--- src/rtl/ps2_pkg.sv ---
// Shared PS/2 definitions: transmitter states, frame geometry, parity helper
// and the host command bytes sent to the keyboard.
package ps2_pkg;

    typedef enum logic [2:0] {
        IDLE,
        INHIBIT,
        SHIFT,
        ACK,
        WAIT_IDLE
    } ps2_tx_state_t;

    // Host frame after the start bit: d0..d7, parity, stop.
    localparam int PS2_FRAME_BITS = 10;

    localparam logic [7:0] PS2_CMD_SET_LED = 8'hED;
    localparam logic [7:0] PS2_CMD_RESET   = 8'hFF;
    localparam logic [7:0] PS2_CMD_ENABLE  = 8'hF4;
    localparam logic [7:0] PS2_CMD_ECHO    = 8'hEE;

    function automatic logic odd_parity(input logic [7:0] data);
        return ~^data;
    endfunction

endpackage

--- src/rtl/ps2_line_sync.sv ---
// Two-flop synchronizer for one open-drain PS/2 line plus a falling-edge
// strobe; the line idles high, so the flops reset to 1.
module ps2_line_sync (
    input  logic clk,
    input  logic reset,
    input  logic line_in,
    output logic line_sync,
    output logic line_fall
);

    logic meta_reg;
    logic sync_reg;
    logic prev_reg;

    always_ff @(posedge clk) begin
        if (reset) begin
            meta_reg <= 1'b1;
            sync_reg <= 1'b1;
            prev_reg <= 1'b1;
        end else begin
            meta_reg <= line_in;
            sync_reg <= meta_reg;
            prev_reg <= sync_reg;
        end
    end

    assign line_sync = sync_reg;
    assign line_fall = prev_reg & ~sync_reg;

endmodule

--- src/rtl/ps2_host_tx.sv ---
// PS/2 host-to-device transmitter: inhibits the bus, shifts one command byte
// out on device clock edges, collects the device ACK and reports done/timeout.
module ps2_host_tx
    import ps2_pkg::*;
#(
    parameter int INHIBIT_CYCLES = 12_000,
    parameter int TIMEOUT_CYCLES = 1_500_000
) (
    input  logic       clk,
    input  logic       reset,
    input  logic       tx_valid,
    input  logic [7:0] tx_data,
    output logic       tx_ready,
    input  logic       key_clk_in,
    input  logic       key_data_in,
    output logic       key_clk_drive,
    output logic       key_data_drive,
    output logic       rx_inhibit,
    output logic       tx_done,
    output logic       tx_ack_ok,
    output logic       tx_error
);

    localparam int INH_W = $clog2(INHIBIT_CYCLES + 1);
    localparam int TMO_W = $clog2(TIMEOUT_CYCLES + 1);
    localparam logic [INH_W-1:0] INH_LAST = INH_W'(INHIBIT_CYCLES);
    localparam logic [TMO_W-1:0] TMO_LAST = TMO_W'(TIMEOUT_CYCLES);
    localparam logic [3:0]       LAST_BIT = 4'(PS2_FRAME_BITS - 1);

    // Bit 0 is the clock line, bit 1 the data line.
    logic [1:0] line_raw;
    logic [1:0] line_sync;
    logic [1:0] line_fall;
    logic       clk_sync;
    logic       data_sync;
    logic       clk_fall;
    logic       unused_data_fall;

    assign line_raw = {key_data_in, key_clk_in};

    generate
        for (genvar gi = 0; gi < 2; gi++) begin : g_sync
            ps2_line_sync u_sync (
                .clk       (clk),
                .reset     (reset),
                .line_in   (line_raw[gi]),
                .line_sync (line_sync[gi]),
                .line_fall (line_fall[gi])
            );
        end
    endgenerate

    assign clk_sync         = line_sync[0];
    assign data_sync        = line_sync[1];
    assign clk_fall         = line_fall[0];
    assign unused_data_fall = line_fall[1];

    ps2_tx_state_t             state_reg, state_next;
    logic [PS2_FRAME_BITS-1:0] frame_reg, frame_next;
    logic [3:0]                bit_idx_reg, bit_idx_next;
    logic [INH_W-1:0]          inh_cnt_reg, inh_cnt_next;
    logic [TMO_W-1:0]          tmo_cnt_reg, tmo_cnt_next;
    logic                      ack_reg, ack_next;
    logic                      clk_drive_reg, clk_drive_next;
    logic                      data_drive_reg, data_drive_next;
    logic                      ready_reg, ready_next;
    logic                      inhibit_reg, inhibit_next;
    logic                      done_reg, done_next;
    logic                      ack_ok_reg, ack_ok_next;
    logic                      error_reg, error_next;

    logic [INH_W-1:0] inh_inc;
    logic [TMO_W-1:0] tmo_inc;

    assign inh_inc = (inh_cnt_reg == INH_LAST) ? inh_cnt_reg : inh_cnt_reg + INH_W'(1);
    assign tmo_inc = (tmo_cnt_reg == TMO_LAST) ? tmo_cnt_reg : tmo_cnt_reg + TMO_W'(1);

    always_comb begin
        state_next      = state_reg;
        frame_next      = frame_reg;
        bit_idx_next    = bit_idx_reg;
        inh_cnt_next    = inh_cnt_reg;
        tmo_cnt_next    = tmo_cnt_reg;
        ack_next        = ack_reg;
        clk_drive_next  = clk_drive_reg;
        data_drive_next = data_drive_reg;
        done_next       = 1'b0;
        ack_ok_next     = 1'b0;
        error_next      = 1'b0;

        case (state_reg)
            IDLE: begin
                if (tx_valid) begin
                    frame_next     = {1'b1, odd_parity(tx_data), tx_data};
                    inh_cnt_next   = INH_W'(1);
                    clk_drive_next = 1'b1;
                    state_next     = INHIBIT;
                end
            end

            INHIBIT: begin
                if (inh_cnt_reg >= INH_LAST) begin
                    clk_drive_next  = 1'b0;
                    data_drive_next = 1'b1;
                    bit_idx_next    = '0;
                    tmo_cnt_next    = '0;
                    state_next      = SHIFT;
                end else begin
                    inh_cnt_next = inh_inc;
                end
            end

            SHIFT, ACK, WAIT_IDLE: begin
                // The done/error pulse cycle keeps the block busy so tx_ready
                // rises only in the cycle after the pulse.
                if (done_reg || error_reg) begin
                    state_next = IDLE;
                end else if (clk_fall) begin
                    tmo_cnt_next = '0;
                    if (state_reg == SHIFT) begin
                        data_drive_next = ~frame_reg[0];
                        frame_next      = {1'b0, frame_reg[PS2_FRAME_BITS-1:1]};
                        bit_idx_next    = bit_idx_reg + 4'd1;
                        if (bit_idx_reg == LAST_BIT) begin
                            state_next = ACK;
                        end
                    end else if (state_reg == ACK) begin
                        ack_next   = ~data_sync;
                        state_next = WAIT_IDLE;
                    end
                end else if (state_reg == WAIT_IDLE && clk_sync && data_sync) begin
                    done_next   = 1'b1;
                    ack_ok_next = ack_reg;
                end else if (tmo_inc == TMO_LAST) begin
                    clk_drive_next  = 1'b0;
                    data_drive_next = 1'b0;
                    error_next      = 1'b1;
                end else begin
                    tmo_cnt_next = tmo_inc;
                end
            end

            default: begin
                clk_drive_next  = 1'b0;
                data_drive_next = 1'b0;
                state_next      = IDLE;
            end
        endcase

        ready_next   = (state_next == IDLE);
        inhibit_next = (state_next != IDLE);
    end

    always_ff @(posedge clk) begin
        if (reset) begin
            state_reg      <= IDLE;
            frame_reg      <= '0;
            bit_idx_reg    <= '0;
            inh_cnt_reg    <= '0;
            tmo_cnt_reg    <= '0;
            ack_reg        <= 1'b0;
            clk_drive_reg  <= 1'b0;
            data_drive_reg <= 1'b0;
            ready_reg      <= 1'b1;
            inhibit_reg    <= 1'b0;
            done_reg       <= 1'b0;
            ack_ok_reg     <= 1'b0;
            error_reg      <= 1'b0;
        end else begin
            state_reg      <= state_next;
            frame_reg      <= frame_next;
            bit_idx_reg    <= bit_idx_next;
            inh_cnt_reg    <= inh_cnt_next;
            tmo_cnt_reg    <= tmo_cnt_next;
            ack_reg        <= ack_next;
            clk_drive_reg  <= clk_drive_next;
            data_drive_reg <= data_drive_next;
            ready_reg      <= ready_next;
            inhibit_reg    <= inhibit_next;
            done_reg       <= done_next;
            ack_ok_reg     <= ack_ok_next;
            error_reg      <= error_next;
        end
    end

    assign tx_ready       = ready_reg;
    assign rx_inhibit     = inhibit_reg;
    assign key_clk_drive  = clk_drive_reg;
    assign key_data_drive = data_drive_reg;
    assign tx_done        = done_reg;
    assign tx_ack_ok      = ack_ok_reg;
    assign tx_error       = error_reg;

endmodule

--- config.mk ---
export PLATFORM = sky130hd
export DESIGN_NAME = ps2_host_tx
export DESIGN_NICKNAME = d
export VERILOG_FILES = /design/src/rtl/ps2_pkg.sv /design/src/rtl/ps2_line_sync.sv /design/src/rtl/ps2_host_tx.sv
export SDC_FILE = /design/constraint.sdc
export NUM_CORES = 1
export LEC_CHECK = 0
export ABC_AREA = 0
export CAP_MARGIN = 20
export CORE_MARGIN = 2
export CORE_UTILIZATION = 53
export CTS_BUF_LIST = sky130_fd_sc_hd__clkbuf_4 sky130_fd_sc_hd__clkbuf_8
export DETAILED_ROUTE_END_ITERATION = 7
export PLACE_DENSITY = 0.72
export SKIP_LAST_GASP = 1
export SYNTH_ARGS = -nofsm -noshare
export SYNTH_HDL_FRONTEND = slang
export SYNTH_SLANG_ARGS = --single-unit
--- constraint.sdc ---
create_clock -name clk -period 3 [get_ports clk]
set_input_delay 0.6 -clock clk [delete_from_list [all_inputs] [get_ports clk]]
set_output_delay 0.6 -clock clk [all_outputs]
set_load 0.05 [all_outputs]
==> results.md, run 1 <==
- Cell family with most CP delay: compound AO/OA/AOI/OAI gates
- Synthesis-to-finish area growth: 13.4%
- CP Launch Type: register
- Seq cells post-synth: 65
- Clock transition at path regs: about 0.07 ns
- CP Cell Sequence: ha_1 > nand3_2 > or4_4 > o41ai_2 > a31o_2 > nand4bb_4 > o32a_4 > o221ai_1
- Vias in the first global route: 3159
- Final count of hold timing violations: 0
- Setup TNS: 0 ns
- Placer congestion estimate: about 0.92
- GRT overflow: 0
- Crit path to: tmo_cnt_reg[4]
- F_max: between 0.3 and 0.4 GHz
- Setup crit start: tmo_cnt_reg[0]
- Postcts setup bufs: 0
- Crit Path Class: register to register
- Worst EP required: 3.28 ns
- Critical Path Stages: 8
- Die W: around 89 um
- Fin crit share: about nine tenths
- Final Skew: roughly 0.0077 ns
- Power per Cell Area: between 300 and 400 nW/um2
- Top Ports: 20
- Vias per cell: 6.05
- CP Data Arrival Time: slightly above 3 ns
- Die Ht: 88.7 um
- Die Area: 7860 um2
- # clock sinks: 65
- RSZ-0062 raised after global routing: no
- Min-Delay Path Class: register to register
- Critical path's largest stage delay: roughly 0.5 ns
- Core ar.: around 7000 um2
- Synth area leaders: dfxtp_1 (34%), nor2_1 (4.4%), xnor2_1 (3.5%)
- Status: finished, final reports clean
- First-pass iteration count of the detailed router: 5
- CTS tree: yes
- First-pass GRT wire length: 14500 um
- All-Layer GR Usage: a little under a quarter
- Tmin final: about 2.8 ns
- Initial Utilization: 55.3%
- Top cell type's share of synthesized area: 34.3%
- Worst-Skew Late Latency: between 0.3 and 0.4 ns
- Final Max Tran Viols: 0
- MaxCap Viol Count: 0
- Most frequent cells in the layout: dfxtp_1 (65), nor2_1 (45), inv_1 (28)
- Avg Inst Size Synth: around 8.4 um2
- Antenna violations before repair: 0
- Count of different cell masters after synthesis: 67
- Number of flip-flops in the largest register: 21
- Drt drc: 0
- Inserted Diodes: 0
- Clk buf depth: 2
- Row Count: 30
- WP buf/inv: 0
- Worst Hold Depth: 1
- Commonest non-fill, non-tap cell in the layout: dfxtp_1
- R2R cell count: 8
- R2R Path End: tmo_cnt_reg[4]
- Leakage: 0.00153 uW
- Top FF cell, synth: dfxtp_1
- Normalized max-slew margin: between 60% and 70%
- CP max FO: 21
- Slew @ Worst Pin: between 0.5 and 0.6 ns
- Sequential area share after synthesis: about a third
- Port Buffers: 19
- Htree depth: 3
- Wire length per cell: between 15 and 20 um
- Root Buffer: clkbuf_8
- Peak supply drop: about 0.35 mV
- Via count: between 3000 and 4000
- Ys async rst share: 0%
- Cell Area, Synth: approximately 3800 um2
- Worst reg2reg startpoint: tmo_cnt_reg[0]
- Final WL: 8810 um
- Power, Total: about 1700 uW
- Antenna-violating nets left: 0
- Synthesis warning total: 0
- Post-synth EDFFs: 0
- Synth Instances: between 400 and 500
- Fraction of layout cells with a size suffix above 1: between 10% and 20%
- Largest net degree at the start of global routing: 32
- Syn Nets: 470
- Crit path capture type: register
- Initial DRC count: about 250
- Reg-to-reg setup timing slack: 0.24 ns
- Detailed Place HPWL: about 6200 um
- Final Net Count: 494
- Yosys top cell by area: dfxtp_1
- Slowest cell on crit path: or4_4
- CTS buffer count: 9
- Final setup vio count: 0
## layer usage
metal | up-vias | wire length [um] | track usage (%)
li1 | 1699 | - | -
met1 | 1653 | 3870 | 29.4
met3 | 27 | 494 | 6.25
met4 | 0 | 216 | 9.37
met5 | - | 0 | 0
met2 | 101 | 4220 | 37.3
## layout make-up
cell class                 count  area [um2]
sequential                    65        1300
multi-input combinational    337        2310
inverter                      28         105
timing repair buffer          34         303
clock buffer                  12         153
fill                         599        2560
clock inverter                 3        17.5
tap                           96         120
## synthesized netlist by cell type, drive strengths merged, types with 3 or more instances
cell and instances:
or3 5, nand3 17, ha 6, clkbuf 13, and2 5, xor2 8, nand4 13, inv 28
o211ai 9, nand2 24, or2 7, buf 8, a211oi 10, nor3 16, a21oi 23, dfxtp 65
mux2i 9, a31oi 8, nand3b 3, nor2b 6, nor4 6, o22ai 6, or4 9, nand2b 11
nor2 45, and3 12, xnor2 15, o21ai 20, o221ai 8, and4 5
## kinds of logic after synthesis
kind of cell               synth area share, %
AOI/OAI and AO/OA                         20.0
xor gates and xnor gates                  5.30
adders and majority gates                 1.98
buffers and inverters                     5.50
DFF                                       34.3
muxes                                     2.37
and+or+nand+nor                           30.6
## power by group
| group | internal, uW | switching (uW) |
|---|---|---|
| clock | 333 | 321 |
| sequential | 886 | 16.8 |
| combinational | 63.9 | 80.6 |
| total | 1280 | 418 |
## metrics by stage
step / setup WS (ns) / util, % / instance area [um2] / hold WS [ns] / instances
finish: 0.241 / 62.7 / 4310 / 0.413 / 575
global route: 0.0600 / 62.7 / 4310 / 0.424 / 575
CTS: 0.145 / 62.4 / 4290 / 0.416 / 575
detailed placement: 0.167 / 59.9 / 4120 / 0.398 / 560
global placement: 0.218 / 59.9 / 4120 / 0.394 / 560
floorplan: 0.318 / - / 3800 / 0.389 / 451
## worst min path at each step
stage	to	startpoint	slack, ns
2_1_floorplan	g_sync[0].u_sync.line_sync	g_sync[0].u_sync.meta_reg	0.39
3_3_place_gp	g_sync[1].u_sync.line_sync	g_sync[1].u_sync.meta_reg	0.39
3_5_place_dp	g_sync[1].u_sync.line_sync	g_sync[1].u_sync.meta_reg	0.40
4_1_cts	g_sync[1].u_sync.line_sync	g_sync[1].u_sync.meta_reg	0.42
5_1_grt	g_sync[1].u_sync.line_sync	g_sync[1].u_sync.meta_reg	0.42
6_report	g_sync[1].u_sync.line_sync	g_sync[1].u_sync.meta_reg	0.41
## repair_timing
action                     4_1_cts  5_1_grt
gates resized for setup          0        3
hold buffers                     0        0
setup endpoints to repair        0       22
(Power assumes the default switching activity.)
==> inputs of run 2 (changes only) <==
Settings changed: CORE_MARGIN 2 to 10.
==> results.md, run 2 (synthesized netlist as in run 1, its figures left out) <==
- Slowest cell on crit path: or4_1
- Wire length per cell: roughly 15 um
- Detailed Place HPWL: approximately 6400 um
- Sw frac: 23.9%
- Final Skew: ~0.011 ns
- Largest net degree at the start of global routing: 32
- P_int: 1440 uW
- Drt drc: 0
- Synthesis-to-finish area growth: 15.0%
- Normalized max-slew margin: 64.2%
- Peak supply drop: roughly 0.24 mV
- Design Area, Final: 4370 um2
- Port Buffers: 19
- MaxCap Viol Count: 0
- Placed Cells: between 500 and 600
- Flop pwr share: between 40% and 50%
- Final Max Tran Viols: 0
- Vias in the first global route: approximately 3300
- Final WL: between 8000 and 9000 um
- First-pass GRT wire length: between 15000 and 20000 um
- Initial DRC count: 214
- Worst-Skew Late Latency: roughly 0.34 ns
- Area after DPL: approximately 4100 um2
- Placer congestion estimate: 0.944
- Combinational fraction of design power: about 7.6%
- Final setup vio count: 0
- WP buf/inv: 0
- Final setup margin: 0.226 ns
- Worst hold margin: between 0.4 and 0.5 ns
- Antenna-violating nets left: 0
- Root Buffer: clkbuf_8
- Row Count: 30
- # clock sinks: 65
- RSZ-0062 raised after global routing: no
- CTS tree: yes
- CP Launch Type: register
- Clk buf depth: 2
- Fin cells: just under 600
- Die W: roughly 100 um
- Number of flip-flops in the largest register: 21
- Cell family with most CP delay: simple AND/OR/NAND/NOR gates
- Top Ports: 20
- Status: finished, final reports clean
- Fraction of layout cells with a size suffix above 1: between 10% and 20%
- Leakage: ~0.0015 uW
- Worst EP required: roughly 3.3 ns
- Vias per cell: just under 6
- Fin crit share: around 92%
- Crit Path Class: register to register
- Initial Utilization: 55.3%
- Commonest non-fill, non-tap cell in the layout: dfxtp_1
- Clock power share: between 40% and 50%
- Power per Cell Area: about 430 nW/um2
- Htree depth: 3
- F_max: 0.360 GHz
- Slew @ Worst Pin: ~0.53 ns
- Dpl ws: ~0.21 ns
- GRT overflow: 0
- CTS buffer count: 9
- NetSw: about 450 uW
- CP Data Arrival Time: 3.04 ns
- CP Cell Sequence: or3b_1 > nor4_1 > a21oi_1 > o211ai_1 > and4bb_2 > or4_1 > o221ai_2
- Die Ht: approximately 100 um
- Critical path's largest stage delay: 0.51 ns
- Die Area: between 10000 and 15000 um2
- Tmin final: between 2 and 3 ns
- Crit path capture type: register
- Most frequent cells in the layout: dfxtp_1 (65), nor2_1 (45), inv_1 (28)
- Clock transition at path regs: roughly 0.080 ns
- CTS hold repair buffers: 0
- Fill cells: about 620
- Final count of hold timing violations: 0
- Min-Delay Path Class: register to register
- Setup TNS: 0 ns
- Via count: between 3000 and 4000
- Core ar.: 6870 um2
- Inserted Diodes: 0
- CP max FO: 8
- Final Net Count: between 400 and 500
- All-Layer GR Usage: 16.0%
- Antenna violations before repair: 0
- First-pass iteration count of the detailed router: 5
run 2: changes by cell type in the layout (fill, tap and decap cells not counted), sizes merged:
cell,before,now
bufinv,0,2
clkbuf,12,10
buf,15,16
inv,28,29
run 2: power by group through the flow:
stage	Combinational, uW	Sequential, uW	Clock, uW
final	144	902	849
after CTS	145	902	870
after global routing	161	905	904
after floorplan	89.5	928	0
after detailed placement	144	922	0
after global placement	141	921	0
run 2: final cells by class:
type | instances | area [um2] | area share [%]
clock buffer | 10 | 138 | 3.15
clock inverter | 6 | 90.1 | 2.06
inverter | 28 | 105 | 2.41
multi-input combinational | 337 | 2300 | 52.7
sequential | 65 | 1300 | 29.8
tap | 96 | 120 | 2.75
timing repair buffer | 35 | 310 | 7.10
run 2: repair_timing:
| action | CTS | global route |
|---|---|---|
| gates resized for setup | 0 | 3 |
| endpoints found under the hold margin | 0 | 0 |
| setup buffers | 0 | 0 |
| endpoints found under the setup margin | 0 | 10 |
run 2: layer usage:
layer	track usage, %	vias to the layer above	wire length [um]
met5	0	-	0
met4	5.39	0	92
met3	3.87	11	417
met2	26.9	77	4340
met1	19.6	1617	3970
li1	-	1693	-
run 2: worst reg2reg max path, cell delays in order, from the launching register on:
cell and delay, ns:
dfxtp_1 0.48, or3b_1 0.42, nor4_1 0.44, a21oi_1 0.16
o211ai_1 0.27, and4bb_2 0.35, or4_1 0.51, o221ai_2 0.07
run 2: worst paths after layout:
kind | from | to | slack (ns) | cells after the start
worst max-delay path | tmo_cnt_reg[5] | tmo_cnt_reg[8] | 0.23 | 7
worst min-delay path | g_sync[0].u_sync.meta_reg | g_sync[0].u_sync.line_sync | 0.42 | 1
worst max register to register | tmo_cnt_reg[5] | tmo_cnt_reg[8] | 0.23 | 7
worst min register to register | g_sync[0].u_sync.meta_reg | g_sync[0].u_sync.line_sync | 0.42 | 1
run 2: metrics by stage:
step | util [%] | power [uW]
final | 63.6 | 1900
after global routing | 63.6 | 1970
after CTS | 63.4 | 1920
after detailed placement | 60.1 | 1070
after global placement | 60.1 | 1060
after floorplan | - | 1020
